===== config.mk =====
export PLATFORM = sky130hd
export DESIGN_NAME = env_gen
export DESIGN_NICKNAME = d
export VERILOG_FILES = /design/src/rtl/env_pkg.sv /design/src/rtl/env_scale.sv /design/src/rtl/env_gen.sv
export SDC_FILE = /design/constraint.sdc
export NUM_CORES = 1
export LEC_CHECK = 0
export CAP_MARGIN = 10
export CORE_MARGIN = 10
export CORE_UTILIZATION = 40
export CTS_CLUSTER_DIAMETER = 200
export DETAILED_ROUTE_END_ITERATION = 6
export SLEW_MARGIN = 20
export SYNTH_ARGS = -nofsm -noshare
export SYNTH_HDL_FRONTEND = slang
export SYNTH_SLANG_ARGS = --single-unit

===== constraint.sdc =====
create_clock -name clk -period 4.3 [get_ports clk]
set_clock_uncertainty 0.05 [all_clocks]
set_input_delay 0.86 -clock clk [delete_from_list [all_inputs] [get_ports clk]]
set_output_delay 0.86 -clock clk [all_outputs]
set_load 0.02 [all_outputs]

===== src/rtl/env_pkg.sv =====
// Shared definitions for the envelope generator: state codes, default widths
// and the width of the rate fields.
package env_pkg;

    localparam int DEF_O  = 16;
    localparam int DEF_EW = 8;
    localparam int RATE_W = 4;

    typedef enum logic [2:0] {
        ST_IDLE    = 3'd0,
        ST_ATTACK  = 3'd1,
        ST_DECAY   = 3'd2,
        ST_SUSTAIN = 3'd3,
        ST_RELEASE = 3'd4
    } env_state_e;

endpackage


===== src/rtl/env_scale.sv =====
// Two-stage unsigned scaler: sample_out = (sample * level) >> EW, truncated.
// Valid travels alongside the data; sample_out holds between valid samples.
module env_scale
    import env_pkg::*;
#(
    parameter int O  = DEF_O,
    parameter int EW = DEF_EW
) (
    input  logic          clk,
    input  logic          rst_n,
    input  logic [O-1:0]  sample_in,
    input  logic          sample_valid,
    input  logic [EW-1:0] level,
    output logic [O-1:0]  sample_out,
    output logic          sample_out_valid
);

    logic [O-1:0]  smp_p0;
    logic [EW-1:0] lvl_p0;
    logic          vld_p0;

    function automatic logic [O-1:0] scale_trunc(input logic [O-1:0] s, input logic [EW-1:0] l);
        logic [O+EW-1:0] prod;
        prod = (O+EW)'(s) * (O+EW)'(l);
        return prod[O+EW-1:EW];
    endfunction

    // stage p0: capture sample and the level in force on the cycle it arrived
    always_ff @(posedge clk) begin
        if (sample_valid) begin
            smp_p0 <= sample_in;
            lvl_p0 <= level;
        end
    end

    always_ff @(posedge clk or negedge rst_n) begin
        if (!rst_n) begin
            vld_p0 <= 1'b0;
        end else begin
            vld_p0 <= sample_valid;
        end
    end

    // stage p1: product, truncated back to sample width
    always_ff @(posedge clk or negedge rst_n) begin
        if (!rst_n) begin
            sample_out       <= '0;
            sample_out_valid <= 1'b0;
        end else begin
            sample_out_valid <= vld_p0;
            if (vld_p0) begin
                sample_out <= scale_trunc(smp_p0, lvl_p0);
            end
        end
    end

endmodule


===== src/rtl/env_gen.sv =====
// ADSR envelope generator: gate-edge driven FSM stepping the level on tick,
// with the level applied to the incoming sample stream by env_scale.
module env_gen
    import env_pkg::*;
#(
    parameter int O  = DEF_O,
    parameter int EW = DEF_EW
) (
    input  logic              clk,
    input  logic              rst_n,
    input  logic              gate,
    input  logic              tick,
    input  logic [RATE_W-1:0] attack_rate,
    input  logic [RATE_W-1:0] decay_rate,
    input  logic [EW-1:0]     sustain_lvl,
    input  logic [RATE_W-1:0] release_rate,
    input  logic [O-1:0]      sample_in,
    input  logic              sample_valid,
    output logic [O-1:0]      sample_out,
    output logic              sample_out_valid,
    output logic [EW-1:0]     env_level,
    output logic [2:0]        env_state
);

    // one extra bit so sums and floors never wrap
    localparam int SW = EW + 1;
    localparam logic [SW-1:0] LVL_MAX = SW'((1 << EW) - 1);

    env_state_e    state_q, state_d;
    logic [EW-1:0] level_q, level_d;
    logic          gate_q;
    logic          rise, fall, step_en;
    logic [SW-1:0] atk_sum, dec_floor, rel_step, dec_step;

    function automatic logic [SW-1:0] rate_step(input logic [RATE_W-1:0] r);
        return SW'(r) + SW'(1);
    endfunction

    always_ff @(posedge clk or negedge rst_n) begin
        if (!rst_n) begin
            state_q <= ST_IDLE;
            level_q <= '0;
            gate_q  <= 1'b0;
        end else begin
            state_q <= state_d;
            level_q <= level_d;
            gate_q  <= gate;
        end
    end

    always_comb begin
        state_d   = state_q;
        level_d   = level_q;
        rise      = gate & ~gate_q;
        fall      = ~gate & gate_q;
        step_en   = tick & ~(rise | fall);
        atk_sum   = {1'b0, level_q} + rate_step(attack_rate);
        dec_step  = rate_step(decay_rate);
        dec_floor = {1'b0, sustain_lvl} + dec_step;
        rel_step  = rate_step(release_rate);

        case (state_q)
            ST_IDLE: begin
                level_d = '0;
                if (rise) state_d = ST_ATTACK;
            end
            ST_ATTACK: begin
                if (fall) begin
                    state_d = ST_RELEASE;
                end else if (step_en) begin
                    if (atk_sum >= LVL_MAX) begin
                        level_d = LVL_MAX[EW-1:0];
                        state_d = ST_DECAY;
                    end else begin
                        level_d = atk_sum[EW-1:0];
                    end
                end
            end
            ST_DECAY: begin
                if (fall) begin
                    state_d = ST_RELEASE;
                end else if (step_en) begin
                    if ({1'b0, level_q} <= dec_floor) begin
                        level_d = sustain_lvl;
                        state_d = ST_SUSTAIN;
                    end else begin
                        level_d = level_q - dec_step[EW-1:0];
                    end
                end
            end
            ST_SUSTAIN: begin
                if (fall) begin
                    state_d = ST_RELEASE;
                end else if (step_en) begin
                    level_d = sustain_lvl;
                end
            end
            ST_RELEASE: begin
                // retrigger keeps the current level so attack resumes from it
                if (rise) begin
                    state_d = ST_ATTACK;
                end else if (step_en) begin
                    if ({1'b0, level_q} <= rel_step) begin
                        level_d = '0;
                        state_d = ST_IDLE;
                    end else begin
                        level_d = level_q - rel_step[EW-1:0];
                    end
                end
            end
            default: begin
                state_d = ST_IDLE;
                level_d = '0;
            end
        endcase
    end

    assign env_state = state_q;
    assign env_level = level_q;

    env_scale #(
        .O  (O),
        .EW (EW)
    ) u_scale (
        .clk              (clk),
        .rst_n            (rst_n),
        .sample_in        (sample_in),
        .sample_valid     (sample_valid),
        .level            (level_q),
        .sample_out       (sample_out),
        .sample_out_valid (sample_out_valid)
    );

endmodule

# ---- Word level (Yosys, flattened, before mapping)
# Cells that the tools add are included.
dict set report totals {
  regBits 54
  inputBits 41
  output_inout_bits 28
}
dict set report classes {
  add_sub_neg 7
  multipliers 1
  magnitude_cmp 3
  eq_ne 20
  n_mux 24
  bitwise 7
  n_reduce_logical 3
}
# op n
set op_table {}
lappend op_table {{8-bit 2-to-1 mux} 11}
lappend op_table {{3-bit 2-to-1 mux} 11}
lappend op_table {{8-bit one-hot mux with 4 select lines} 1}
lappend op_table {{16-bit by 8-bit multiplier with 24-bit output} 1}
lappend op_table {{2-bit != test (second input constant)} 10}
lappend op_table {{8-bit by 5-bit adder with 9-bit output} 2}
lappend op_table {{3-bit != test (second input constant)} 6}
lappend op_table {{8-bit AND reduction} 2}
lappend op_table {{8-bit by 5-bit subtractor with 8-bit output} 2}
lappend op_table {{4-bit by 1-bit adder with 5-bit output (second input constant)} 3}
lappend op_table {{3-bit one-hot mux with 5 select lines} 1}
lappend op_table {{9-bit by 8-bit greater-or-equal comparator with 1-bit output (second input constant)} 1}
lappend op_table {{8-bit by 9-bit less-or-equal comparator with 1-bit output} 1}
lappend op_table {{8-bit by 5-bit less-or-equal comparator with 1-bit output} 1}
lappend op_table {{3-bit by 2-bit == test with 1-bit output (second input constant)} 2}
lappend op_table {{1-bit bitwise AND} 3}
lappend op_table {{3-bit by 1-bit == test with 1-bit output (second input constant)} 1}
lappend op_table {{3-bit == test (second input constant)} 1}
lappend op_table {{3-bit zero test} 1}
lappend op_table {{1-bit inverter} 3}
lappend op_table {{1-bit OR} 1}

# ---- Longest topological paths before layout
# Gate-level depths: netlist (run 1).
dict set report depth {
  depth_word 8
  ltp_mapped 18
  mapped_depth_nobuf 16
}

# ---- Modules after synthesis
# Synthesis (run 1) repeated with hierarchy kept, for this count alone.
dict set report hier_totals {
  hier_cells 905
  hier_area_um2 7997.7
}
# module instances cells_per_inst area_each_um2
set modules_own_cells {}
lappend modules_own_cells {env_scale 1 593 5640.4}
lappend modules_own_cells {env_gen 1 312 2357.3}

# ---- Worst setup path after synthesis (run 1)
# Ideal clock, no wire load.
dict set report synth_timing {
  path_type {reg2reg}
  startpoint {register u_scale.lvl_p0[7]}
  endpoint {register u_scale.sample_out[5]}
  arrival_time_ps 4441
  t_required_ps 4126
  slack_ps -315
  stages_incl_launch_ff 16
  path_buffers 1
  period_less_slack_ps 4615
  cell_sequence {edfxtp_1 clkbuf_1 and2_1 fa_1 fa_1 fa_1 inv_1 fa_1 inv_1 ha_1 o21ai_0 nor2_1 o32ai_2 o31a_2 mux2i_1 a211o_1}
}
dict set report synth_via {
  elab_chain_cells 1
}
# item line
set synth_rtl {}
lappend synth_rtl {{start: declaration} env_scale.sv:19} ;# logic [EW-1:0] lvl_p0;
lappend synth_rtl {{start signal: assignment} env_scale.sv:32} ;# lvl_p0 <= level;
lappend synth_rtl {{16-bit by 8-bit multiplier with 24-bit output} env_scale.sv:24} ;# prod = (O+EW)'(s) * (O+EW)'(l);
lappend synth_rtl {{end signal: assignment} env_scale.sv:52} ;# sample_out <= scale_trunc(smp_p0, lvl_p0);
lappend synth_rtl {{end: declaration} env_scale.sv:14} ;# output logic [O-1:0] sample_out,
# Every way passes these cells.
# A chain may end at the register's enable or synchronous reset.

# ---- Worst setup path in the final report (run 1)
dict set report layout_timing {
  startpoint {register u_scale.lvl_p0[2]}
  endpoint {register u_scale.sample_out[13]}
}
# The elaborated chain is that of the path after synthesis.

==> impl_metrics.py, run 1 <==
metrics = {
    "route": {
        "sum_of_met3_wire_segment_lengths_after_detailed_routing_um": 594,
        "detailroute.wirelength.met2_um": 10200,
        "detail_route.wirelength.met1_um": 9140,
        "route.detailed.vias_per_inst": 5.12,
        "drc": 0,
        "drtIter0Drc": 241,
        "drt-pass1-iter-count": 5,
        "routedWlPerCell_um": 15.6,
        "drt.antenna.violating_nets": 0,
        "top_layer": "met4",
        "drt-total-wl_um": 20200,
        "num_vias": 6612,
    },
    "global_route": {
        "first_global_vias": 7120,
        "grt.overflow.total": 0,
        "antenna_found_initial": 0,
        "grt_pass1_wl_um": 34700,
        "grt_max_degree": 31,
        "groute.usage.overall_pct": 16.1,
    },
    "power_and_ir_drop": {
        "leakagePower_nw": 4.76,
        "p_per_area_mw_per_mm2": 545,
        "peakVddDrop_uv": 367,
    },
    "yosys": {
        "syn_avg_cell_area_sq_um": 9.22,
        "synth-seq-area-share_pct": 18.9,
        "synth_cells": 845,
        "synth-edff-count": 24,
        "postSynthRegisterBits": 54,
        "netlist.top_cell.by_area": "fa_1",
        "syn_area_sq_mm": 0.00779,
        "async_flop_share_pct": 55.6,
        "synthDistinctLibCells": 80,
        "cell_types_with_the_largest_area_share_after_synthesis": "fa_1 22%, ha_1 12%, dfrtp_1 9.6%, edfxtp_1 9.2%, and2_1 9.1%",
        "synth_top_cell_area_share_pct": 22.4,
        "synth_flop_cell": "dfrtp_1",
        "ys.warnings.count": 0,
        "mappedNetlistNets": 1045,
    },
    "critical_path": {
        "crit_buf_inv": 2,
        "crit_path_top_delay_cell": "fa_1",
        "cp_cell_instances": "buf_6 -> buf_6 -> and2_1 -> fa_2 -> fa_1 -> fa_1 -> fa_1 -> ha_4 -> a21o_1 -> nor3b_4 -> a211oi_4 -> a21oi_2 -> or3_1 -> a31o_1",
        "crit_top_cell": "fa_1",
        "critical_path.top_delay_family": "adder cells",
        "crit_path_dat_ps": 4710,
        "start_kind": "flip-flop",
        "critical_path.max_stage_delay_ps": 590,
        "critical_path_required_ps": 4440,
        "critPathCaptureType": "flip-flop",
        "crit_type": "reg2reg",
        "critical_path.max_fanout": 5,
    },
    "layout": {
        "synthesis_to_layout_area_growth_pct": 34.7,
        "area_used_by_multi_input_combinational_logic_sq_mm": 0.00634,
        "diode_count": 0,
        "regArea_sq_mm": 0.00147,
        "layout-drive-gt1-share_pct": 24.9,
        "fill_cells": 1729,
        "num-nets-final": 1231,
        "instances_no_fill": 1292,
    },
    "timing": {
        "grt_setup_unrepaired": "yes",
        "finalHoldViolations": 0,
        "max_clock_freq_ghz": 0.219,
        "finalWorstSetupSlack_ps": -270,
        "fin_crit_sh_pct": 106,
        "fin_hold_ws_ps": 433,
        "report.final.slew_viol_count": 0,
        "slew_headroom_pct": 58.1,
        "finalSetupViolCount": 14,
        "worst_slew_pin_slew_ps": 624,
        "post-route-min-period_ps": 4570,
    },
    "placed_design": {
        "placement.io_buffers": 68,
        "dp.cells": 1253,
        "dp_hpwl_um": 16100,
        "gpl.final_weighted_congestion": 0.879,
    },
    "cts": {
        "worst_skew_pair.late_latency_ps": 300,
        "cts-hold-fix-buffers": 0,
        "ctsRootBufferMaster": "clkbuf_16",
        "path_clk_slew_ps": 70,
        "cts.htree.levels": 2,
        "numCtsBuffers": 5,
        "cts_tree": "yes",
        "clock_tree.buffer_depth": 2,
        "tritoncts_num_sinks": 54,
    },
    "die": {
        "floorplan.die.width_um": 160,
        "number_of_primary_i_o_pins": 69,
        "placementRows": 50,
        "chipHeight_um": 160,
        "floorplan.initialDensity_pct": 41.1,
        "fp.dieArea_sq_mm": 0.0255,
        "placeableCoreArea_sq_mm": 0.0190,
    },
    "outcome": {
        "failing_checks": "negative setup slack",
        "outcome": "complete, but fails checks",
    },
    "hold_path": {
        "hold_class": "reg2reg",
    },
    "job": {
        "cap_violations": 0,
    },
}
[worst register-to-register path: stages (launching register included)]
cell and delay [ps]:
edfxtp_1 440, buf_6 150, buf_6 110, and2_1 140, fa_2 370, fa_1 470, fa_1 510, fa_1 590
ha_4 210, a21o_1 190, nor3b_4 170, a211oi_4 380, a21oi_2 110, or3_1 360, a31o_1 220
[where the power goes]
group	switching, mW	total, mW	internal, mW	leakage (nW)
clock	0.190	0.403	0.213	0.0644
combinational	2.23	4.55	2.31	4.08
sequential	0.109	0.764	0.655	0.615
total	2.53	5.71	3.18	4.76
[metal layers]
metal / vias to the layer above / global-route usage, %
met5: - / 0
met4: 0 / 2.82
met3: 17 / 1.99
met2: 103 / 28.6
met1: 3243 / 20.6
li1: 3249 / -
[logic make-up after synthesis]
kind of cell | Yosys count | share of synthesized area, %
AND/OR/NAND/NOR | 300 | 21.7
buffers and inverters | 143 | 7.03
multiplexers | 8 | 1.12
XOR/XNOR | 23 | 2.59
adder cells (fa/ha/maj) | 160 | 34.0
flip-flops | 54 | 18.9
AO/OA/AOI/OAI | 157 | 14.6
[state kept, by name (all words and copies together) (netlist names)]
name	count
u_scale.sample_out	16
u_scale.smp_p0	16
env_level	8
u_scale.lvl_p0	8
env_state	3
gate_q	1
u_scale.sample_out_valid	1
u_scale.vld_p0	1
[area by class of cell]
class / instances / share of cell area, %
Multi-Input combinational cell: 648 / 60.4
Timing Repair Buffer: 203 / 16.9
Sequential cell: 54 / 14.0
Inverter: 119 / 4.26
Tap cell: 260 / 3.10
Clock buffer: 6 / 1.23
Clock inverter: 2 / 0.0835
[layout by cell type, fill, tap and decap left out, types with 7 or more instances in the layout]
master / n
nor2b_1: 12
ha_4: 15
ha_1: 57
xnor2_1: 15
inv_1: 108
fa_2: 7
dfrtp_1: 30
nor3_1: 16
buf_4: 112
a21oi_1: 23
inv_2: 11
a21o_1: 11
o21a_1: 10
and2_1: 97
o21ai_0: 19
nand3_1: 16
edfxtp_1: 24
and2_4: 16
nand4_1: 8
buf_6: 23
clkdlybuf4s50_1: 67
nor2_1: 22
o31ai_1: 9
fa_1: 80
nand2_1: 51
nand2b_1: 7
xor2_1: 8
[metrics by stage]
step	utilization, %	setup WS, ps	TNS, ps	instance area (sq um)	power, mW
after floorplan	-	-119	-557	8000	3.25
after global placement	50.8	-509	-6910	9630	4.53
after detailed placement	50.8	-494	-7460	9630	4.57
after CTS	54.7	-289	-2030	10400	5.59
after global routing	55.4	-470	-4900	10500	6.23
final	55.4	-270	-2590	10500	5.71
[final timing paths]
kind / end / slack (ps) / cells past startpoint / start
max reg2reg: u_scale.sample_out[13] / -270 / 14 / u_scale.lvl_p0[2]
min reg2reg: u_scale.sample_out[10] / 430 / 2 / u_scale.sample_out[10]
min in group asynchronous: u_scale.sample_out[4] / 910 / 2 / rst_n
max in group asynchronous: env_level[1] / 2980 / 2 / rst_n
max: u_scale.sample_out[13] / -270 / 14 / u_scale.lvl_p0[2]
min: u_scale.sample_out[10] / 430 / 2 / u_scale.sample_out[10]
[cells in the mapped netlist, types with 4 or more instances]
library cell and number:
o2111ai_1 7, ha_1 72, or3_1 6, nand2_1 54, a21o_1 11, nand2b_1 7
nand3_1 17, xnor2_1 15, fa_1 87, a211oi_1 9, o31ai_1 10, mux2_2 6
o21bai_1 4, clkbuf_1 17, o21a_1 10, inv_1 118, dfrtp_1 30, a31oi_1 6
nand4_1 8, a21oi_1 31, buf_2 5, xor2_1 8, o21ai_0 22, nor3_1 17
nor2_1 28, and2_1 113, edfxtp_1 24, nor2b_1 12, o221ai_1 5, nor4_1 9
[repair_timing]
item | CTS | global route
buffers inserted | 25 | 9
resized for setup | 98 | 21
endpoints found under the setup margin | 16 | 24
pin swaps | 98 | 43
No activity file was read; power rests on OpenSTA's default activity.
==> run 2, diff against run 1 <==
Settings changed: SYNTH_HIERARCHICAL set to 1.
==> impl_metrics.py, run 2 <==
metrics = {
    "die": {
        "fp.dieArea_sq_mm": 0.0261,
        "chipHeight_um": 161,
        "floorplan.initialDensity_pct": 40.8,
        "floorplan.die.width_um": 161,
        "placementRows": 51,
        "placeableCoreArea_sq_mm": 0.0196,
        "number_of_primary_i_o_pins": 69,
    },
    "yosys": {
        "ys.warnings.count": 6,
        "synthDistinctLibCells": 76,
        "synth-edff-count": 24,
        "synth_cells": 905,
        "synth_most_common_cell": "inv_1",
        "synth_top_cell_area_share_pct": 21.8,
        "async_flop_share_pct": 55.6,
        "post_synth_most_frequent_cells": "128 x inv_1, 101 x and2_1, 87 x fa_1, 75 x nand2_1, 72 x ha_1",
        "postSynthRegisterBits": 54,
        "cell_types_with_the_largest_area_share_after_synthesis": "fa_1 22%, ha_1 11%, dfrtp_1 9.4%, edfxtp_1 9.0%, and2_1 7.9%",
        "synth_flop_cell": "dfrtp_1",
        "mappedNetlistNets": 1105,
        "syn_avg_cell_area_sq_um": 8.84,
        "syn_area_sq_mm": 0.00800,
        "netlist.top_cell.by_area": "fa_1",
        "synth-seq-area-share_pct": 18.4,
    },
    "layout": {
        "diode_count": 0,
        "layout-drive-gt1-share_pct": 23.3,
        "num-nets-final": 1274,
        "synthesis_to_layout_area_growth_pct": 32.9,
        "top_regs": "u_scale/sample_out: 16 flops, u_scale/smp_p0: 16 flops",
        "fill_cells": 1802,
        "instances_no_fill": 1340,
        "layout.cells.most_common": "inv_1",
        "layout_common_cells": "116 x inv_1, 111 x buf_4, 87 x and2_1",
    },
    "timing": {
        "grt_setup_unrepaired": "yes",
        "worst_slew_pin_slew_ps": 963,
        "finalWorstSetupSlack_ps": -101,
        "max_clock_freq_ghz": 0.227,
        "report.final.slew_viol_count": 0,
        "finalSetupViolCount": 7,
        "slew_headroom_pct": 35.8,
        "post-route-min-period_ps": 4400,
        "fin_crit_sh_pct": 102,
        "finalHoldViolations": 0,
    },
    "cts": {
        "path_clk_slew_ps": 80,
        "worst_skew_pair.late_latency_ps": 310,
        "clock_tree.buffer_depth": 2,
        "cts.htree.levels": 2,
        "numCtsBuffers": 5,
        "cts_tree": "yes",
        "tritoncts_num_sinks": 54,
        "ctsRootBufferMaster": "clkbuf_16",
        "cts-hold-fix-buffers": 0,
    },
    "critical_path": {
        "critical_path.top_delay_family": "adder cells",
        "crit_path_dat_ps": 4550,
        "crit_buf_inv": 5,
        "start_kind": "flip-flop",
        "critical_path.max_stage_delay_ps": 550,
        "crit_top_cell": "inv_2",
        "critical_path_required_ps": 4450,
        "crit_type": "reg2reg",
        "cp_cell_instances": "buf_6 -> and2_4 -> fa_1 -> inv_2 -> fa_1 -> inv_2 -> fa_1 -> inv_2 -> fa_2 -> inv_2 -> ha_4 -> nand2_1 -> o211ai_1 -> o2111ai_2 -> nand4_1 -> or3b_1",
        "crit_path_top_delay_cell": "fa_1",
        "critPathCaptureType": "flip-flop",
        "critical_path.max_fanout": 7,
    },
    "global_route": {
        "grt_max_degree": 31,
        "first_global_vias": 7460,
        "groute.usage.overall_pct": 16.9,
        "antenna_found_initial": 0,
        "grt_pass1_wl_um": 36800,
        "grt.overflow.total": 0,
    },
    "placed_design": {
        "gpl.final_weighted_congestion": 0.864,
        "placement.io_buffers": 68,
        "dp_hpwl_um": 17600,
        "dp.cells": 1305,
    },
    "hold_path": {
        "hold_class": "reg2reg",
    },
    "outcome": {
        "outcome": "complete, but fails checks",
        "failing_checks": "negative setup slack",
    },
    "route": {
        "drc": 0,
        "route.detailed.vias_per_inst": 5.26,
        "drt-pass1-iter-count": 5,
        "num_vias": 7042,
        "drt-total-wl_um": 22200,
        "routedWlPerCell_um": 16.5,
        "drtIter0Drc": 301,
        "drt.antenna.violating_nets": 0,
    },
    "job": {
        "cap_violations": 0,
    },
}
-- run 2: through the flow --
step                      utilization (%)  setup TNS [ps]  area (sq um)  hold WS, ps  setup WS [ps]
after global routing                 54.3           -2230         10600          458           -238
final                                54.3            -330         10600          434           -101
after detailed placement             49.9           -5750          9780          419           -374
after floorplan                         -           -8.46          8260          412          -8.46
after CTS                            53.0           -75.8         10400          439          -57.2
after global placement               49.9           -4520          9780          420           -287
-- run 2: worst paths after layout --
kind | cells past startpoint | to | slack (ps) | startpoint
worst max-delay path | 16 | u_scale/sample_out[15] | -100 | u_scale/lvl_p0[5]
worst min-delay path | 2 | u_scale/sample_out[6] | 430 | u_scale/sample_out[6]
worst max register to register | 16 | u_scale/sample_out[15] | -100 | u_scale/lvl_p0[5]
worst min register to register | 2 | u_scale/sample_out[6] | 430 | u_scale/sample_out[6]
max in group asynchronous | 2 | env_level[0] | 2980 | rst_n
min in group asynchronous | 2 | u_scale/sample_out[4] | 900 | rst_n
-- run 2: cell families after synthesis --
logic type | Yosys count | synth area share [%]
AO/OA/AOI/OAI | 184 | 16.0
flip-flops | 54 | 18.4
adder cells (fa/ha/maj) | 160 | 33.2
AND/OR/NAND/NOR | 321 | 21.8
buffers and inverters | 160 | 7.63
multiplexers | 7 | 0.923
XOR/XNOR | 19 | 2.08
-- run 2: worst min-delay path, cell delays in order (launching register included) --
cell	delay, ps
dfrtp_1	350
nand2_1	50
o31ai_1	50
-- run 2: what timing repair did --
| item | 4_1_cts | 5_1_grt |
|---|---|---|
| pin swaps | 59 | 32 |
| cloned | 0 | 0 |
| setup endpoints to repair | 16 | 23 |
| gates resized for setup | 60 | 54 |
| buffers inserted | 21 | 6 |
| hold endpoints to repair | 0 | 0 |
-- run 2: final cells by class --
cell class              count  area (sq um)  share of cell area [%]
clock buffers               5           125                    1.18
clock inverters             3          25.0                   0.235
inverters                 129           484                    4.56
multi-input cells         691          6510                    61.3
flip-flops and latches     54          1470                    13.8
well taps                 265           332                    3.12
repair buffers            193          1680                    15.8
-- run 2: metal layers --
| layer | part of all wire, % | up-vias | wire, um | GRT usage [%] |
|---|---|---|---|---|
| li1 | - | 3455 | - | - |
| met1 | 45 | 3434 | 9900 | 20.6 |
| met2 | 50 | 132 | 11200 | 30.3 |
| met3 | 3.6 | 21 | 804 | 2.85 |
| met4 | 1.3 | 0 | 298 | 3.85 |
| met5 | 0 | - | 0 | 0 |
Power of run 2 is not shown: default switching activity piles up to over one toggle a cycle in this logic, so the estimate is an artifact.
==> run 3, diff against run 2 <==
Settings changed: CAP_MARGIN 10 to unset, SKIP_LAST_GASP set to 1.
==> impl_metrics.py, run 3 (synthesis results as in run 2) <==
metrics = {
    "layout": {
        "diode_count": 0,
        "num-nets-final": 1273,
        "finish.instance_area_sq_mm": 0.0106,
        "layout.cells.most_common": "inv_1",
        "layout_common_cells": "118 x inv_1, 110 x buf_4, 90 x and2_1",
        "regArea_sq_mm": 0.00147,
        "layout-drive-gt1-share_pct": 22.7,
        "synthesis_to_layout_area_growth_pct": 32.6,
        "top_regs": "u_scale/sample_out: 16 flops, u_scale/smp_p0: 16 flops",
        "area_used_by_multi_input_combinational_logic_sq_mm": 0.00650,
        "finish.utilization_pct": 54.1,
        "fill_cells": 1803,
    },
    "outcome": {
        "failing_checks": "negative setup slack",
        "outcome": "complete, but fails checks",
    },
    "timing": {
        "finalWorstSetupSlack_ps": -61.1,
        "max_clock_freq_ghz": 0.229,
        "grt_setup_unrepaired": "yes",
        "worst_slew_pin_slew_ps": 902,
        "post-route-min-period_ps": 4360,
        "report.final.slew_viol_count": 0,
        "slew_headroom_pct": 39.8,
        "finalSetupViolCount": 6,
        "finalHoldViolations": 0,
        "fin_crit_sh_pct": 101,
        "final.setup.tns_ps": -211,
    },
    "cts": {
        "cts.htree.levels": 2,
        "clock_tree.buffer_depth": 2,
        "ctsRootBufferMaster": "clkbuf_16",
        "numCtsBuffers": 5,
        "cts_tree": "yes",
        "tritoncts_num_sinks": 54,
        "cts-hold-fix-buffers": 0,
        "path_clk_slew_ps": 80,
        "worst_skew_pair.late_latency_ps": 310,
    },
    "route": {
        "drt-total-wl_um": 22000,
        "route.detailed.vias_per_inst": 5.25,
        "routedWlPerCell_um": 16.5,
        "drt.antenna.violating_nets": 0,
        "drt-pass1-iter-count": 6,
        "drtIter0Drc": 300,
        "drc": 0,
        "num_vias": 7029,
    },
    "placed_design": {
        "gpl.final_weighted_congestion": 0.864,
        "post-place-ws_ps": -374,
        "placed_area_sq_mm": 0.00978,
        "placement.io_buffers": 68,
        "dp_hpwl_um": 17600,
    },
    "critical_path": {
        "crit_path_dat_ps": 4560,
        "critPathCaptureType": "flip-flop",
        "crit_type": "reg2reg",
        "timing.reg2reg.setup_slack_ps": -60,
        "reg2reg_start": "u_scale/lvl_p0[5]",
        "start_kind": "flip-flop",
        "worst-r2r-cell-count": 17,
        "critical_path_required_ps": 4500,
        "critical_path.max_fanout": 7,
        "timing.rr.end": "u_scale/sample_out[14]",
    },
    "global_route": {
        "grt_pass1_wl_um": 36800,
        "antenna_found_initial": 0,
        "groute.usage.overall_pct": 16.9,
        "grt_max_degree": 31,
        "grt.overflow.total": 0,
        "first_global_vias": 7460,
    },
    "die": {
        "placeableCoreArea_sq_mm": 0.0196,
        "placementRows": 51,
        "floorplan.die.width_um": 161,
        "number_of_primary_i_o_pins": 69,
        "floorplan.initialDensity_pct": 40.8,
        "chipHeight_um": 161,
        "fp.dieArea_sq_mm": 0.0261,
    },
    "hold_path": {
        "hp-start": "u_scale/sample_out[6]",
        "hold_class": "reg2reg",
        "worst_hold_path.endpoint": "u_scale/sample_out[6]",
        "worst_hold_path.num_cells": 2,
    },
    "job": {
        "cap_violations": 0,
    },
}
-- run 3: per-layer routing --
metal  routed length (um)  global-route usage, %  vias up  part of all wire, %
met5                    0                      0        -                    0
met4                  303                   3.85        0                  1.4
met3                  815                   2.85       23                  3.7
met2                11100                   30.3      127                   50
met1                 9800                   20.6     3425                   44
li1                     -                      -     3454                    -
-- run 3: worst max path at each step --
stage                                  from                     end  slack [ps]  cells after the start
after floorplan           u_scale/lvl_p0[2]  u_scale/sample_out[15]          -8                     14
after global placement    u_scale/lvl_p0[4]  u_scale/sample_out[12]        -290                     13
after detailed placement  u_scale/lvl_p0[4]  u_scale/sample_out[12]        -370                     13
after CTS                 u_scale/lvl_p0[5]  u_scale/sample_out[15]         -60                     14
after global routing      u_scale/lvl_p0[5]  u_scale/sample_out[15]        -230                     14
final                     u_scale/lvl_p0[5]  u_scale/sample_out[14]         -60                     17
-- run 3: timing repair --
item                                    CTS  global route
resized for setup                        57            50
setup buffers                            21             5
hold endpoints to repair                  0             0
pin swaps                                59            32
endpoints found under the setup margin   16            23
-- run 3: layout make-up --
| type | instances | share of cell area (%) |
|---|---|---|
| Clock buffer | 5 | 1.18 |
| Clock inverter | 3 | 0.236 |
| Inverter | 129 | 4.56 |
| Multi-Input combinational cell | 691 | 61.3 |
| Sequential cell | 54 | 13.9 |
| Tap cell | 265 | 3.13 |
| Timing Repair Buffer | 192 | 15.8 |
-- run 3: critical path, cell delays in order, from the launching register on --
cell and delay (ps):
edfxtp_1 460, buf_6 170, and2_4 130, fa_1 550, inv_2 40, fa_1 480, inv_2 40, fa_1 510
inv_2 40, fa_2 530, inv_2 40, ha_4 150, buf_6 110, a21oi_2 100, o21ai_2 90, a221oi_2 370
mux2_4 330, nand4_1 90
-- run 3: per-stage QoR --
stage / hold slack (ps) / std cells
3_3_place_gp: 420 / 1305
2_1_floorplan: 412 / 905
6_report: 434 / 1339
5_1_grt: 458 / 1339
4_1_cts: 439 / 1334
3_5_place_dp: 419 / 1305
Power of run 3 is left out for the same reason.
